$ cat src/rtl/id_fwd_stage.sv
// id_fwd_stage: MIPS decode with EX/MEM/WB operand forwarding,
// ID-resolved branches/jumps, load-use interlock and ID/EX register.
module id_fwd_stage #(
  parameter int XLEN  = 32,
  parameter int RA_W  = 5,
  parameter int CNT_W = 16
) (
  input  logic            clk,
  input  logic            rst,
  input  logic            if_valid,
  input  logic [XLEN-1:0] if_pc_4,
  input  logic [31:0]     if_instr,
  output logic            id_ready,
  output logic            redirect_valid,
  output logic [XLEN-1:0] redirect_pc,
  input  logic            wb_we,
  input  logic [RA_W-1:0] wb_addr,
  input  logic [XLEN-1:0] wb_data,
  input  logic            ex_we,
  input  logic            ex_is_load,
  input  logic [RA_W-1:0] ex_addr,
  input  logic [XLEN-1:0] ex_data,
  input  logic            mem_we,
  input  logic [RA_W-1:0] mem_addr,
  input  logic [XLEN-1:0] mem_data,
  input  logic            ex_stall,
  output logic            out_valid,
  output logic [XLEN-1:0] out_rs_val,
  output logic [XLEN-1:0] out_rt_val,
  output logic [XLEN-1:0] out_imm,
  output logic [RA_W-1:0] out_wr_addr,
  output logic [3:0]      out_alu_op,
  output logic            out_we,
  output logic            out_mem_we,
  output logic            out_mem_to_reg,
  output logic            out_alu_b_imm,
  output logic            out_shamt_sel,
  output logic            out_illegal,
  output logic [CNT_W-1:0] stall_count
);

  localparam int NREG = 2**RA_W;
  localparam logic [RA_W-1:0] LINK = RA_W'(NREG-1);

  localparam logic [3:0] ALU_ADD = 4'd0;
  localparam logic [3:0] ALU_SUB = 4'd1;
  localparam logic [3:0] ALU_AND = 4'd2;
  localparam logic [3:0] ALU_OR  = 4'd3;
  localparam logic [3:0] ALU_SLT = 4'd4;
  localparam logic [3:0] ALU_SLL = 4'd5;
  localparam logic [3:0] ALU_SRL = 4'd6;

  logic [XLEN-1:0] rf [NREG];

  logic [5:0]      op, fn;
  logic [RA_W-1:0] rs, rt, rd;
  assign op = if_instr[31:26];
  assign fn = if_instr[5:0];
  assign rs = RA_W'(if_instr[25:21]);
  assign rt = RA_W'(if_instr[20:16]);
  assign rd = RA_W'(if_instr[15:11]);

  logic r_t;
  logic i_add, i_sub, i_and, i_or, i_slt;
  logic i_sll, i_srl, i_jr;
  logic i_addi, i_andi, i_ori, i_lw, i_sw;
  logic i_beq, i_bne, i_j, i_jal;

  assign r_t    = op == 6'h00;
  assign i_add  = r_t && fn == 6'h20;
  assign i_sub  = r_t && fn == 6'h22;
  assign i_and  = r_t && fn == 6'h24;
  assign i_or   = r_t && fn == 6'h25;
  assign i_slt  = r_t && fn == 6'h2A;
  assign i_sll  = r_t && fn == 6'h00;
  assign i_srl  = r_t && fn == 6'h02;
  assign i_jr   = r_t && fn == 6'h08;
  assign i_addi = op == 6'h08;
  assign i_andi = op == 6'h0C;
  assign i_ori  = op == 6'h0D;
  assign i_lw   = op == 6'h23;
  assign i_sw   = op == 6'h2B;
  assign i_beq  = op == 6'h04;
  assign i_bne  = op == 6'h05;
  assign i_j    = op == 6'h02;
  assign i_jal  = op == 6'h03;

  function automatic logic [XLEN-1:0] fwd(
    input logic [RA_W-1:0] a,
    input logic [XLEN-1:0] arr
  );
    if (a == '0)
      return '0;
    else if (ex_we && !ex_is_load && ex_addr == a)
      return ex_data;
    else if (mem_we && mem_addr == a)
      return mem_data;
    else if (wb_we && wb_addr == a)
      return wb_data;
    else
      return arr;
  endfunction

  logic [XLEN-1:0] rs_v, rt_v;
  always_comb begin
    rs_v = fwd(rs, rf[rs]);
    rt_v = fwd(rt, rf[rt]);
  end

  logic use_rs, use_rt, load_use;
  assign use_rs = !(i_j || i_jal || i_sll || i_srl);
  assign use_rt = r_t || i_sw || i_beq || i_bne;
  assign load_use = if_valid && ex_we && ex_is_load &&
                    ex_addr != '0 &&
                    ((use_rs && ex_addr == rs) ||
                     (use_rt && ex_addr == rt));
  assign id_ready = !load_use && !ex_stall;

  logic [XLEN-1:0] imm_s, imm_z, br_tgt, j_tgt;
  assign imm_s  = {{(XLEN-16){if_instr[15]}}, if_instr[15:0]};
  assign imm_z  = {{(XLEN-16){1'b0}}, if_instr[15:0]};
  assign br_tgt = if_pc_4 + (imm_s << 2);
  assign j_tgt  = {if_pc_4[XLEN-1:28], if_instr[25:0], 2'b00};

  logic taken;
  assign taken = (i_beq && rs_v == rt_v) ||
                 (i_bne && rs_v != rt_v);
  assign redirect_valid = if_valid && id_ready &&
                          (taken || i_j || i_jal || i_jr);

  always_comb begin
    unique case (1'b1)
      i_jr:         redirect_pc = rs_v;
      i_j || i_jal: redirect_pc = j_tgt;
      default:      redirect_pc = br_tgt;
    endcase
  end

  logic [XLEN-1:0] d_rs, d_rt, d_imm;
  logic [RA_W-1:0] d_wa;
  logic [3:0]      d_op;
  logic d_we, d_mw, d_m2r, d_bimm, d_sh, d_ill;

  always_comb begin
    d_rs   = rs_v;
    d_rt   = rt_v;
    d_imm  = imm_s;
    d_wa   = r_t ? rd : rt;
    d_op   = ALU_ADD;
    d_we   = 1'b0;
    d_mw   = 1'b0;
    d_m2r  = 1'b0;
    d_bimm = 1'b0;
    d_sh   = 1'b0;
    d_ill  = 1'b0;
    unique case (1'b1)
      i_add: d_we = 1'b1;
      i_sub: begin d_op = ALU_SUB; d_we = 1'b1; end
      i_and: begin d_op = ALU_AND; d_we = 1'b1; end
      i_or:  begin d_op = ALU_OR;  d_we = 1'b1; end
      i_slt: begin d_op = ALU_SLT; d_we = 1'b1; end
      i_sll: begin
        d_op = ALU_SLL; d_we = 1'b1; d_sh = 1'b1;
      end
      i_srl: begin
        d_op = ALU_SRL; d_we = 1'b1; d_sh = 1'b1;
      end
      i_jr, i_j: begin end
      i_addi: begin d_we = 1'b1; d_bimm = 1'b1; end
      i_andi: begin
        d_op = ALU_AND; d_imm = imm_z;
        d_we = 1'b1; d_bimm = 1'b1;
      end
      i_ori: begin
        d_op = ALU_OR; d_imm = imm_z;
        d_we = 1'b1; d_bimm = 1'b1;
      end
      i_lw: begin
        d_we = 1'b1; d_bimm = 1'b1; d_m2r = 1'b1;
      end
      i_sw: begin d_mw = 1'b1; d_bimm = 1'b1; end
      i_beq, i_bne: d_op = ALU_SUB;
      i_jal: begin
        d_rs = if_pc_4; d_rt = '0;
        d_wa = LINK; d_we = 1'b1;
      end
      default: d_ill = 1'b1;
    endcase
  end

  always_ff @(posedge clk or negedge rst) begin
    if (!rst) begin
      for (int i = 0; i < NREG; i++) rf[i] <= '0;
    end else if (wb_we && wb_addr != '0) begin
      rf[wb_addr] <= wb_data;
    end
  end

  always_ff @(posedge clk or negedge rst) begin
    if (!rst) begin
      out_valid      <= 1'b0;
      out_rs_val     <= '0;
      out_rt_val     <= '0;
      out_imm        <= '0;
      out_wr_addr    <= '0;
      out_alu_op     <= '0;
      out_we         <= 1'b0;
      out_mem_we     <= 1'b0;
      out_mem_to_reg <= 1'b0;
      out_alu_b_imm  <= 1'b0;
      out_shamt_sel  <= 1'b0;
      out_illegal    <= 1'b0;
      stall_count    <= '0;
    end else if (!ex_stall) begin
      if (load_use) begin
        out_valid      <= 1'b0;
        out_rs_val     <= '0;
        out_rt_val     <= '0;
        out_imm        <= '0;
        out_wr_addr    <= '0;
        out_alu_op     <= '0;
        out_we         <= 1'b0;
        out_mem_we     <= 1'b0;
        out_mem_to_reg <= 1'b0;
        out_alu_b_imm  <= 1'b0;
        out_shamt_sel  <= 1'b0;
        out_illegal    <= 1'b0;
        if (stall_count != '1)
          stall_count <= stall_count + CNT_W'(1);
      end else begin
        out_valid      <= if_valid;
        out_rs_val     <= d_rs;
        out_rt_val     <= d_rt;
        out_imm        <= d_imm;
        out_wr_addr    <= d_wa;
        out_alu_op     <= d_op;
        out_we         <= d_we;
        out_mem_we     <= d_mw;
        out_mem_to_reg <= d_m2r;
        out_alu_b_imm  <= d_bimm;
        out_shamt_sel  <= d_sh;
        out_illegal    <= d_ill;
      end
    end
  end

endmodule
$ cat config.mk
export PLATFORM = sky130hd
export DESIGN_NAME = id_fwd_stage
export DESIGN_NICKNAME = d
export VERILOG_FILES = /design/src/rtl/id_fwd_stage.sv
export SDC_FILE = /design/constraint.sdc
export NUM_CORES = 2
export LEC_CHECK = 0
export CORE_MARGIN = 4
export CORE_UTILIZATION = 25
export DETAILED_ROUTE_END_ITERATION = 7
export GPL_TIMING_DRIVEN = 0
export SETUP_SLACK_MARGIN = 0.02
export SLEW_MARGIN = 20
export SYNTH_ARGS = -nofsm -noshare
export SYNTH_HDL_FRONTEND = slang
export SYNTH_SLANG_ARGS = --single-unit
export TNS_END_PERCENT = 20
$ cat constraint.sdc
create_clock -name clk -period 9.3 [get_ports clk]
set_input_delay 2.325 -clock clk [delete_from_list [all_inputs] [get_ports clk]]
set_output_delay 2.325 -clock clk [all_outputs]
set_load 0.01 [all_outputs]
==> reports/metrics.yaml <==
status:
  status: "finished with violations"
  violations: "DRC, setup timing"
yosys:
  ys_top_cells_by_area: "dfrtp_1 44%, mux2_2 19%, mux4_2 13%"
  yosys.area.top_type: "dfrtp_1"
  synthCells: 4946
  syn_nets: 5160
  synth-seq-cells: 1136
  syn_area_um2: 63980
  synthFlopType: "dfrtp_1"
  avgSynthCellArea_um2: 12.93
  yosys_warnings: 0
  synth-edff-count: 0
  synth_cell_types: 91
  synth_top_area_share_pct: 44.43
  seq_area_frac_synth_pct: 44.43
  ys_async_sr_fraction_pct: 100.0
clock_network:
  path_clk_slew_ns: 0.06
  cts.sinks: 1136
  cts_buffer_depth: 3
  cts_made_buffers: 133
  insertion_delay_ns: 0.82
  cts.htree.levels: 4
  cts-root-buf: "clkbuf_16"
  tritoncts: "yes"
worst_setup_path:
  reg2reg_depth: 12
  cp_top_family: "simple AND/OR/NAND/NOR gates"
  critPathMaxStageDelay_ns: 0.67
  cp_data_arrival_time_ns: 7.05
  required_ns: 6.98
  crit_type: "input pin to output pin"
  cp_slowest_cell: "clkdlybuf4s50_1"
  crit_buf_inv: 4
  path_cells: "clkdlybuf4s50_1, or3_1, or4_1, nor4_2, buf_2, and3_1, clkbuf_1, nor2_1, nand3_1, mux2i_1, or3_1, clkdlybuf4s50_1"
  crit_fanout: 9
  crit_cells: 12
  start_kind: "input pin"
  end_kind: "output pin"
global_route:
  grt_usage_pct: 25.55
  grt_pass1_vias: 53143
  grt_pass1_wl_um: 465500
  grt_overflow: 0
  antenna_found_initial: 46
  grt_max_degree: 146
final_layout:
  largest_register_ffs: 1024
  fin_util_pct: 31.65
  instances_no_fill: 9006
  biggestRegsByFlops: "rf x1024, out_rs_val x32, out_rt_val x32"
  final_area_um2: 80500
  final_nets: 5735
  syn2layout_area_growth_pct: 25.83
  drive_gt1_share_pct: 40.70
  regMostFlops: "rf"
  fillerInstances: 25311
route:
  drt_iter0_drc: 8105
  via_count: 54385
  drcViolationCount: 6
  viasPerCell: 6.039
  drt.antenna.violating_nets: 0
  routedWlPerCell_um: 38.80
  drtPass1Iterations: 8
  drt-total-wl_um: 349400
min_path:
  min_path_cells: 1
  hold_class: "flip-flop to flip-flop"
floorplanning:
  die_area_um2: 264100
  die_width_um: 513.9
  die-height_um: 513.9
  fp-row-count: 185
  start_util_pct: 25.15
  coreArea_um2: 254400
  pin_count: 345
timing:
  fin_ws_ns: -0.07118
  setup_violations: 5
  finalSetupTns_ns: -0.1958
  hold_viol: 0
  worst_slew_pin_slew_ns: 1.104
  clock.fmax_mhz: 106.7
  relSlewSlack_pct: 25.65
  slew_violations: 0
  period_share_pct: 100.8
  period_needed_ns: 9.371
  rsz0062_at_grt: "true"
  skew_ns: 0.03111
placed_design:
  io_buffers: 333
  place_area_um2: 72490
  dp.cells: 8684
  dp_hpwl_um: 249500
  gp_congestion: 1.016
run:
  cap_violations: 0
pwr:
  ir_drop_mv: 0.2127
  power_density_nw_per_um2: 200.4
  leakage_nw: 33.66
[kinds of logic after synthesis]
group	share of synthesized area (%)
AND/OR/NAND/NOR	4.586
adder cells (fa/ha/maj)	0.6180
AO/OA/AOI/OAI	9.004
buffers and inverters	4.041
flip-flops	44.43
multiplexers	36.11
other	0.005862
XOR/XNOR	1.205
[report_power, final]
| part | internal, mW | switching, mW | total, mW |
|---|---|---|---|
| sequential | 5.85 | 0.708 | 6.56 |
| clock | 3.16 | 2.29 | 5.45 |
| combinational | 2.08 | 2.04 | 4.12 |
| total | 11.1 | 5.04 | 16.1 |
[layout make-up]
type | count | area, um2 | area share (%)
Multi-Input combinational cell | 3256 | 34290 | 42.59
Sequential cell | 1136 | 28430 | 35.31
Timing Repair Buffer | 449 | 4713 | 5.855
Buffer | 521 | 4280 | 5.317
Tap cell | 3366 | 4212 | 5.232
Clock buffer | 200 | 3986 | 4.952
Clock inverter | 35 | 446.7 | 0.5549
Inverter | 24 | 102.6 | 0.1274
Antenna cell | 19 | 47.55 | 0.05906
[stage by stage]
step	hold slack, ns	worst slack, ns	power, mW
after global placement	0.4595	-45.95	10.20
final	0.4822	-0.07118	16.13
after detailed placement	0.4664	-3.043	10.33
after global routing	0.5006	-0.03708	16.54
after floorplan	0.4413	1.129	8.680
after CTS	0.4792	-0.1080	15.89
[Yosys cell counts, types with 11 or more instances]
cell	number
mux2_2	1052
buf_4	65
mux4_2	366
clkbuf_1	317
nor2b_1	16
a221oi_1	77
a21oi_1	112
a21o_1	19
inv_1	22
nand4_1	14
nand2_1	248
dfrtp_1	1136
nor3_1	44
and3_1	25
buf_2	63
a22o_1	39
a211o_1	14
a31oi_1	15
o22ai_1	32
a211oi_1	48
a22oi_1	88
nor4_1	16
nand3_1	54
mux2i_1	297
xor2_1	24
o21ai_0	151
xnor2_1	64
ha_1	30
buf_1	63
o221ai_1	90
nor2_1	113
o21a_1	11
buf_6	20
[worst paths after layout]
kind / from / end / slack (ns)
worst max-delay path: if_instr[29] / redirect_pc[21] / -0.07
worst min-delay path: rf[1003] / rf[1003] / 0.48
worst max register to register: stall_count[4] / stall_count[5] / 6.13
worst min register to register: rf[1003] / rf[1003] / 0.48
max in group asynchronous: rst / rf[3] / 5.73
min in group asynchronous: rst / stall_count[12] / 1.41
[timing repair]
action / CTS / global route
hold endpoints to repair: 0 / 0
hold buffers: 0 / 0
gates resized for setup: 624 / 150
endpoints found under the setup margin: 32 / 4
gates cloned: 0 / 1
pin swaps: 39 / 17
setup buffers: 40 / 36
[per-layer routing]
metal  wire (um)  vias up  track usage, %
met5         300        -               0
met4       35600       28           20.49
met3       47220     1444           10.77
met2      144100     4697           36.75
met1      122200    28050           29.71
li1            -    20166               -
[cell usage in the layout (no fill, tap or decap), drive strengths merged, types with 115 or more instances in the layout]
cell type / instances
mux2i: 297
nor2: 115
dfrtp: 1136
nand2: 248
clkdlybuf4s50: 326
mux2: 1053
o21ai: 155
clkbuf: 500
mux4: 367
buf: 340
(Power assumes the default switching activity.)
